`src/rtl/calibration_pattern_tx.sv`:
```
// LED address calibration sequencer: streams one bit-plane of every LED's address
// per step, then triggers a capture step. Define CAL_PATTERN_GRAY_EN for Gray-coded addresses.
`timescale 1ns/1ps

module calibration_pattern_tx #(
    parameter int                     NUM_LEDS          = 50,
    parameter int                     LED_ADDRESS_WIDTH = 10,
    parameter int                     COLOR_WIDTH       = 24,
    parameter logic [COLOR_WIDTH-1:0] ON_COLOR          = 24'hFFFFFF,
    parameter int                     SETTLE_CYCLES     = 1000
) (
    input  logic                                 clk_pixel,
    input  logic                                 rst_n,
    input  logic                                 start_in,
    input  logic                                 abort_in,
    output logic [COLOR_WIDTH-1:0]               color_out,
    output logic                                 color_valid_out,
    input  logic                                 color_ready_in,
    output logic [LED_ADDRESS_WIDTH-1:0]         led_index_out,
    output logic                                 start_step_out,
    output logic                                 should_overwrite_out,
    input  logic                                 step_busy_in,
    output logic [$clog2(LED_ADDRESS_WIDTH)-1:0] bit_index_out,
    output logic                                 busy_out,
    output logic                                 done_out
);

    localparam int LED_CNT_W = (NUM_LEDS > 1) ? $clog2(NUM_LEDS) : 1;
    localparam int SETTLE_W  = (SETTLE_CYCLES > 1) ? $clog2(SETTLE_CYCLES) : 1;
    localparam int BIT_W     = $clog2(LED_ADDRESS_WIDTH);

    localparam logic [LED_CNT_W-1:0] LAST_LED    = LED_CNT_W'(NUM_LEDS - 1);
    localparam logic [SETTLE_W-1:0]  LAST_SETTLE = SETTLE_W'(SETTLE_CYCLES - 1);
    localparam logic [BIT_W-1:0]     LAST_BIT    = BIT_W'(LED_ADDRESS_WIDTH - 1);

    localparam logic [2:0] ST_IDLE      = 3'd0;
    localparam logic [2:0] ST_STREAM    = 3'd1;
    localparam logic [2:0] ST_SETTLE    = 3'd2;
    localparam logic [2:0] ST_TRIGGER   = 3'd3;
    localparam logic [2:0] ST_WAIT_BUSY = 3'd4;
    localparam logic [2:0] ST_WAIT_DONE = 3'd5;
    localparam logic [2:0] ST_CLEAR     = 3'd6;

    logic [2:0]           state;
    logic [BIT_W-1:0]     bit_index;
    logic [LED_CNT_W-1:0] led_cnt;
    logic [SETTLE_W-1:0]  settle_cnt;
    logic                 start_prev;
    logic                 start_edge;
    logic                 word_accepted;

    // Color for one LED in the bit-plane selected by bit_sel.
    function automatic logic [COLOR_WIDTH-1:0] pattern_word(
        input logic [LED_CNT_W-1:0] led,
        input logic [BIT_W-1:0]     bit_sel
    );
        logic [LED_ADDRESS_WIDTH-1:0] code;
        code = LED_ADDRESS_WIDTH'(led);
`ifdef CAL_PATTERN_GRAY_EN
        code = code ^ (code >> 1);
`endif
        return code[bit_sel] ? ON_COLOR : '0;
    endfunction

    assign start_edge    = start_in & ~start_prev;
    assign word_accepted = color_valid_out & color_ready_in;
    assign bit_index_out = bit_index;
    assign led_index_out = LED_ADDRESS_WIDTH'(led_cnt);
    assign busy_out      = (state != ST_IDLE);

    always_ff @(posedge clk_pixel) begin
        if (!rst_n) begin
            state                <= ST_IDLE;
            bit_index            <= '0;
            led_cnt              <= '0;
            settle_cnt           <= '0;
            start_prev           <= 1'b1;
            color_out            <= '0;
            color_valid_out      <= 1'b0;
            start_step_out       <= 1'b0;
            should_overwrite_out <= 1'b0;
            done_out             <= 1'b0;
        end else begin
            start_prev           <= start_in;
            start_step_out       <= 1'b0;
            should_overwrite_out <= 1'b0;
            done_out             <= 1'b0;

            case (state)
                ST_IDLE: begin
                    if (start_edge && !abort_in) begin
                        state           <= ST_STREAM;
                        bit_index       <= '0;
                        led_cnt         <= '0;
                        color_valid_out <= 1'b1;
                        color_out       <= pattern_word('0, '0);
                    end
                end

                // An abort waits here until the word on the bus has been taken.
                ST_STREAM: begin
                    if (word_accepted) begin
                        if (abort_in) begin
                            state     <= ST_CLEAR;
                            led_cnt   <= '0;
                            color_out <= '0;
                        end else if (led_cnt == LAST_LED) begin
                            state           <= ST_SETTLE;
                            led_cnt         <= '0;
                            settle_cnt      <= '0;
                            color_out       <= '0;
                            color_valid_out <= 1'b0;
                        end else begin
                            led_cnt   <= led_cnt + 1'b1;
                            color_out <= pattern_word(led_cnt + 1'b1, bit_index);
                        end
                    end
                end

                ST_SETTLE: begin
                    if (abort_in) begin
                        state           <= ST_CLEAR;
                        led_cnt         <= '0;
                        color_out       <= '0;
                        color_valid_out <= 1'b1;
                    end else if (settle_cnt == LAST_SETTLE) begin
                        state                <= ST_TRIGGER;
                        start_step_out       <= 1'b1;
                        should_overwrite_out <= (bit_index == '0);
                    end else begin
                        settle_cnt <= settle_cnt + 1'b1;
                    end
                end

                ST_TRIGGER: begin
                    if (abort_in) begin
                        state           <= ST_CLEAR;
                        led_cnt         <= '0;
                        color_out       <= '0;
                        color_valid_out <= 1'b1;
                    end else begin
                        state <= ST_WAIT_BUSY;
                    end
                end

                ST_WAIT_BUSY: begin
                    if (abort_in) begin
                        state           <= ST_CLEAR;
                        led_cnt         <= '0;
                        color_out       <= '0;
                        color_valid_out <= 1'b1;
                    end else if (step_busy_in) begin
                        state <= ST_WAIT_DONE;
                    end
                end

                ST_WAIT_DONE: begin
                    if (abort_in || (!step_busy_in && bit_index == LAST_BIT)) begin
                        state           <= ST_CLEAR;
                        led_cnt         <= '0;
                        color_out       <= '0;
                        color_valid_out <= 1'b1;
                    end else if (!step_busy_in) begin
                        state           <= ST_STREAM;
                        bit_index       <= bit_index + 1'b1;
                        led_cnt         <= '0;
                        color_valid_out <= 1'b1;
                        color_out       <= pattern_word('0, bit_index + 1'b1);
                    end
                end

                // Abort is ignored here so a clear in progress is never restarted.
                ST_CLEAR: begin
                    if (word_accepted) begin
                        if (led_cnt == LAST_LED) begin
                            state           <= ST_IDLE;
                            led_cnt         <= '0;
                            color_valid_out <= 1'b0;
                            done_out        <= 1'b1;
                        end else begin
                            led_cnt <= led_cnt + 1'b1;
                        end
                    end
                end

                default: begin
                    state           <= ST_IDLE;
                    led_cnt         <= '0;
                    color_out       <= '0;
                    color_valid_out <= 1'b0;
                end
            endcase
        end
    end

endmodule

```
`config.mk`:
```
export PLATFORM = sky130hd
export DESIGN_NAME = calibration_pattern_tx
export DESIGN_NICKNAME = d
export VERILOG_FILES = /design/src/rtl/calibration_pattern_tx.sv
export SDC_FILE = /design/constraint.sdc
export NUM_CORES = 1
export LEC_CHECK = 0
export ABC_CLOCK_PERIOD_IN_PS = 2500
export CAP_MARGIN = 30
export CORE_MARGIN = 5
export CORE_UTILIZATION = 50
export CTS_BUF_LIST = sky130_fd_sc_hd__clkbuf_16
export CTS_CLUSTER_DIAMETER = 200
export DETAILED_ROUTE_END_ITERATION = 10
export PLACE_DENSITY_LB_ADDON = 0.1
export SYNTH_ARGS = -nofsm -noshare
export SYNTH_HDL_FRONTEND = slang
export SYNTH_SLANG_ARGS = --single-unit
```
`constraint.sdc`:
```
create_clock -name clk_pixel -period 2.5 [get_ports clk_pixel]
set_input_delay 0.5 -clock clk_pixel [delete_from_list [all_inputs] [get_ports clk_pixel]]
set_output_delay 0.5 -clock clk_pixel [all_outputs]
set_load 0.02 [all_outputs]
```
==> results.toml <==
[yosys]
synth_ff_type = "dfxtp_1"
ys_types = 55
synth.area.top_cells = "dfxtp_1 (29%), buf_4 (10%), nand2_1 (4.6%)"
netlist_area_um2 = 2030
synth_top_cell_area_share = 0.286
synth_seq_cells = 29
synthTopCellsByCount = "dfxtp_1 (29), buf_4 (28), nand2_1 (25), nand3_1 (16), nor2_1 (14)"
syn_area_per_cell_um2 = 8.00
synthArstFlopShare = 0
postSynthCellCount = 254
synth-edff-count = 0
ys_seq_area_frac = 0.286
yosysMostFrequentCell = "dfxtp_1"
yosysWarnings = 0
synth_top_area_cell = "dfxtp_1"

[die]
start_util = 0.512
fp.dieW_um = 73.8
fp.dieArea_um2 = 5440
die_y_um = 73.8
coreArea_um2 = 3970
io-pin-count = 49
rows = 23

[routing]
ant_nets = 0
drtIter0Drc = 109
viasPerCell = 5.43
drt_wl_total_mm = 4.50
drc = 0
drt_first_pass_iters = 4
wl_per_cell_um = 13.3
vias = 1829

[power]
seq_power_share = 0.292
peakVddDrop_v = 0.000385
pwr-share-comb = 0.423
swShare = 0.376
leakage_nw = 0.911
clkPwrFrac = 0.285
power.internal_w = 0.00124
power.density_nw_per_um2 = 781
net-switching-power_w = 0.000747

[grt]
top_usage_layer = "met2"
gr-usage-all-layers = 0.171
use_met3 = 0.0438
grtUsageMet2 = 0.282
grt_max_degree = 26
grtUsageMet1 = 0.207
antenna_found_initial = 0
overflow = 0
grt_pass1_wl_mm = 7.25
grt_pass1_vias = 1581

[placement]
gp_congestion = 0.792
io_buffers = 44
dp_hpwl_mm = 3.45

[setup_path]
critical_path_required_ns = 2.70
start_kind = "input port"
critPathKind = "input port to flip-flop"
critPathArrivalTime_ns = 2.45
r2r-end = "settle_cnt[5]"
end_kind = "flip-flop"
r2r-start = "led_cnt[0]"
cp_max_fo = 8
r2r_slack_ns = 0.50
r2r_cells = 6

[flow_run]
max_cap_viol_count = 0

[finish]
post-route-util = 0.640
multiInputGateArea_um2 = 1170
area_growth_pct = 25.0
nFillCells = 360
nets = 298
num_antenna_cells = 0
layout-drive-gt1-share = 0.115
seq_area_um2 = 582

[clock_network]
cts.sinks = 29
cts_buffers = 5
htree_levels = 2
clock-root-buffer = "clkbuf_16"
ctsResizeCount = 0
cts_tree = "done"
clk_latency_ns = 0.27
post_cts_buffers = 0
ctsLongestPathBuffers = 2
ctsHoldBuffers = 0
clk_pin_slew_ns = 0.05

[run_status]
status = "complete, no violations"

[min_path]
worstHoldStart = "settle_cnt[9]"
hold_depth = 2
hold_path_end = "settle_cnt[9]"
min-delay-path-class = "flip-flop to flip-flop"

[timing]
whs_ns = 0.482
layout_min_cycle_time_ns = 2.25
hold_viol_final = 0
fmax_ghz = 0.445
slew_headroom = 0.564
rsz0062_at_grt = "false"
slew_violations = 0
clock_skew_ns = 0.00180
fin_crit_sh = 0.898
tightest_slew_ns = 0.650
setup_violations = 0
==> worst max-delay path: stages <==
cell             delay [ns]
clkdlybuf4s50_1        0.44
or3b_4                 0.42
a32oi_2                0.21
o211ai_1               0.30
or3_1                  0.45
a21boi_1               0.14
==> logic make-up (layout without fill, tap and decap cells) <==
kind of cell               Yosys count  after routing  share of synthesized area
adders and majority gates            6              6                     0.0369
and+or+nand+nor                    106            106                      0.288
muxes                                4              4                     0.0203
DFF                                 29             29                      0.286
AOI/OAI and AO/OA                   55             55                      0.187
xor gates and xnor gates             8              8                     0.0345
buffers and inverters               45             75                      0.146
other                                1              4                    0.00184
==> power by group through the flow <==
stage	Clock, W	Combinational [W]	Sequential [W]
final	0.000566	0.000839	0.000580
after global placement	0	0.000825	0.000586
after detailed placement	0	0.000840	0.000587
after floorplan	0	0.000648	0.000550
after CTS	0.000581	0.000843	0.000577
after global routing	0.000603	0.000929	0.000591
==> worst max path at each step <==
| stage | end | from | slack, ns | cells past startpoint |
|---|---|---|---|---|
| final | led_cnt[4] | abort_in | 0.25 | 6 |
| after global routing | led_cnt[4] | abort_in | 0.10 | 6 |
| after CTS | busy_out | state[1] | 0.07 | 3 |
| after detailed placement | led_cnt[4] | abort_in | -0.02 | 6 |
| after global placement | led_cnt[4] | start_in | 0.04 | 6 |
| after floorplan | bit_index_out[3] | bit_index_out[1] | 0.57 | 7 |
==> per-stage QoR <==
stage	total power, W	setup TNS, ns	instances	area [µm²]	setup WS, ns
6_report	0.00199	0	337	2540	0.254
3_3_place_gp	0.00141	0	329	2400	0.0384
4_1_cts	0.00200	0	337	2540	0.0651
2_1_floorplan	0.00120	0	257	2040	0.573
3_5_place_dp	0.00143	-0.0967	329	2400	-0.0240
5_1_grt	0.00212	0	337	2540	0.103
==> layer usage <==
| layer | wire length (µm) | up-vias | part of all wire |
|---|---|---|---|
| met5 | 0 | - | 0 |
| met4 | 49 | 0 | 0.011 |
| met3 | 285 | 5 | 0.063 |
| met2 | 2180 | 55 | 0.49 |
| met1 | 1980 | 826 | 0.44 |
| li1 | - | 943 | - |
==> flip-flops by register name (all words and copies together) (netlist names) <==
name                  cells
done_out                  1
color_out                 1
state                     3
should_overwrite_out      1
bit_index_out             4
led_cnt                   6
settle_cnt               10
start_step_out            1
start_prev                1
color_valid_out           1
==> final cells by class <==
cell class	instances	share of cell area
Sequential cell	29	0.229
Inverter	7	0.0103
Clock buffer	5	0.0492
Tap cell	50	0.0246
Multi-Input combinational cell	183	0.459
Timing Repair Buffer	60	0.221
Clock inverter	3	0.00689
==> cells in the final DEF, fill, tap and decap left out, types with 4 or more instances in the layout <==
master            n
inv_1             7
nand2_1          25
nor2_1           14
ha_1              6
clkbuf_16         5
xor2_1            6
nand3_1          16
conb_1            4
and2_1            5
o21ai_0           9
o21ai_1           7
buf_4            16
and3_1            8
nor3_1            4
or3_1             9
dfxtp_1          28
a21oi_1          12
clkdlybuf4s50_1  44
Note: power is estimated with default switching activity, not from simulation.
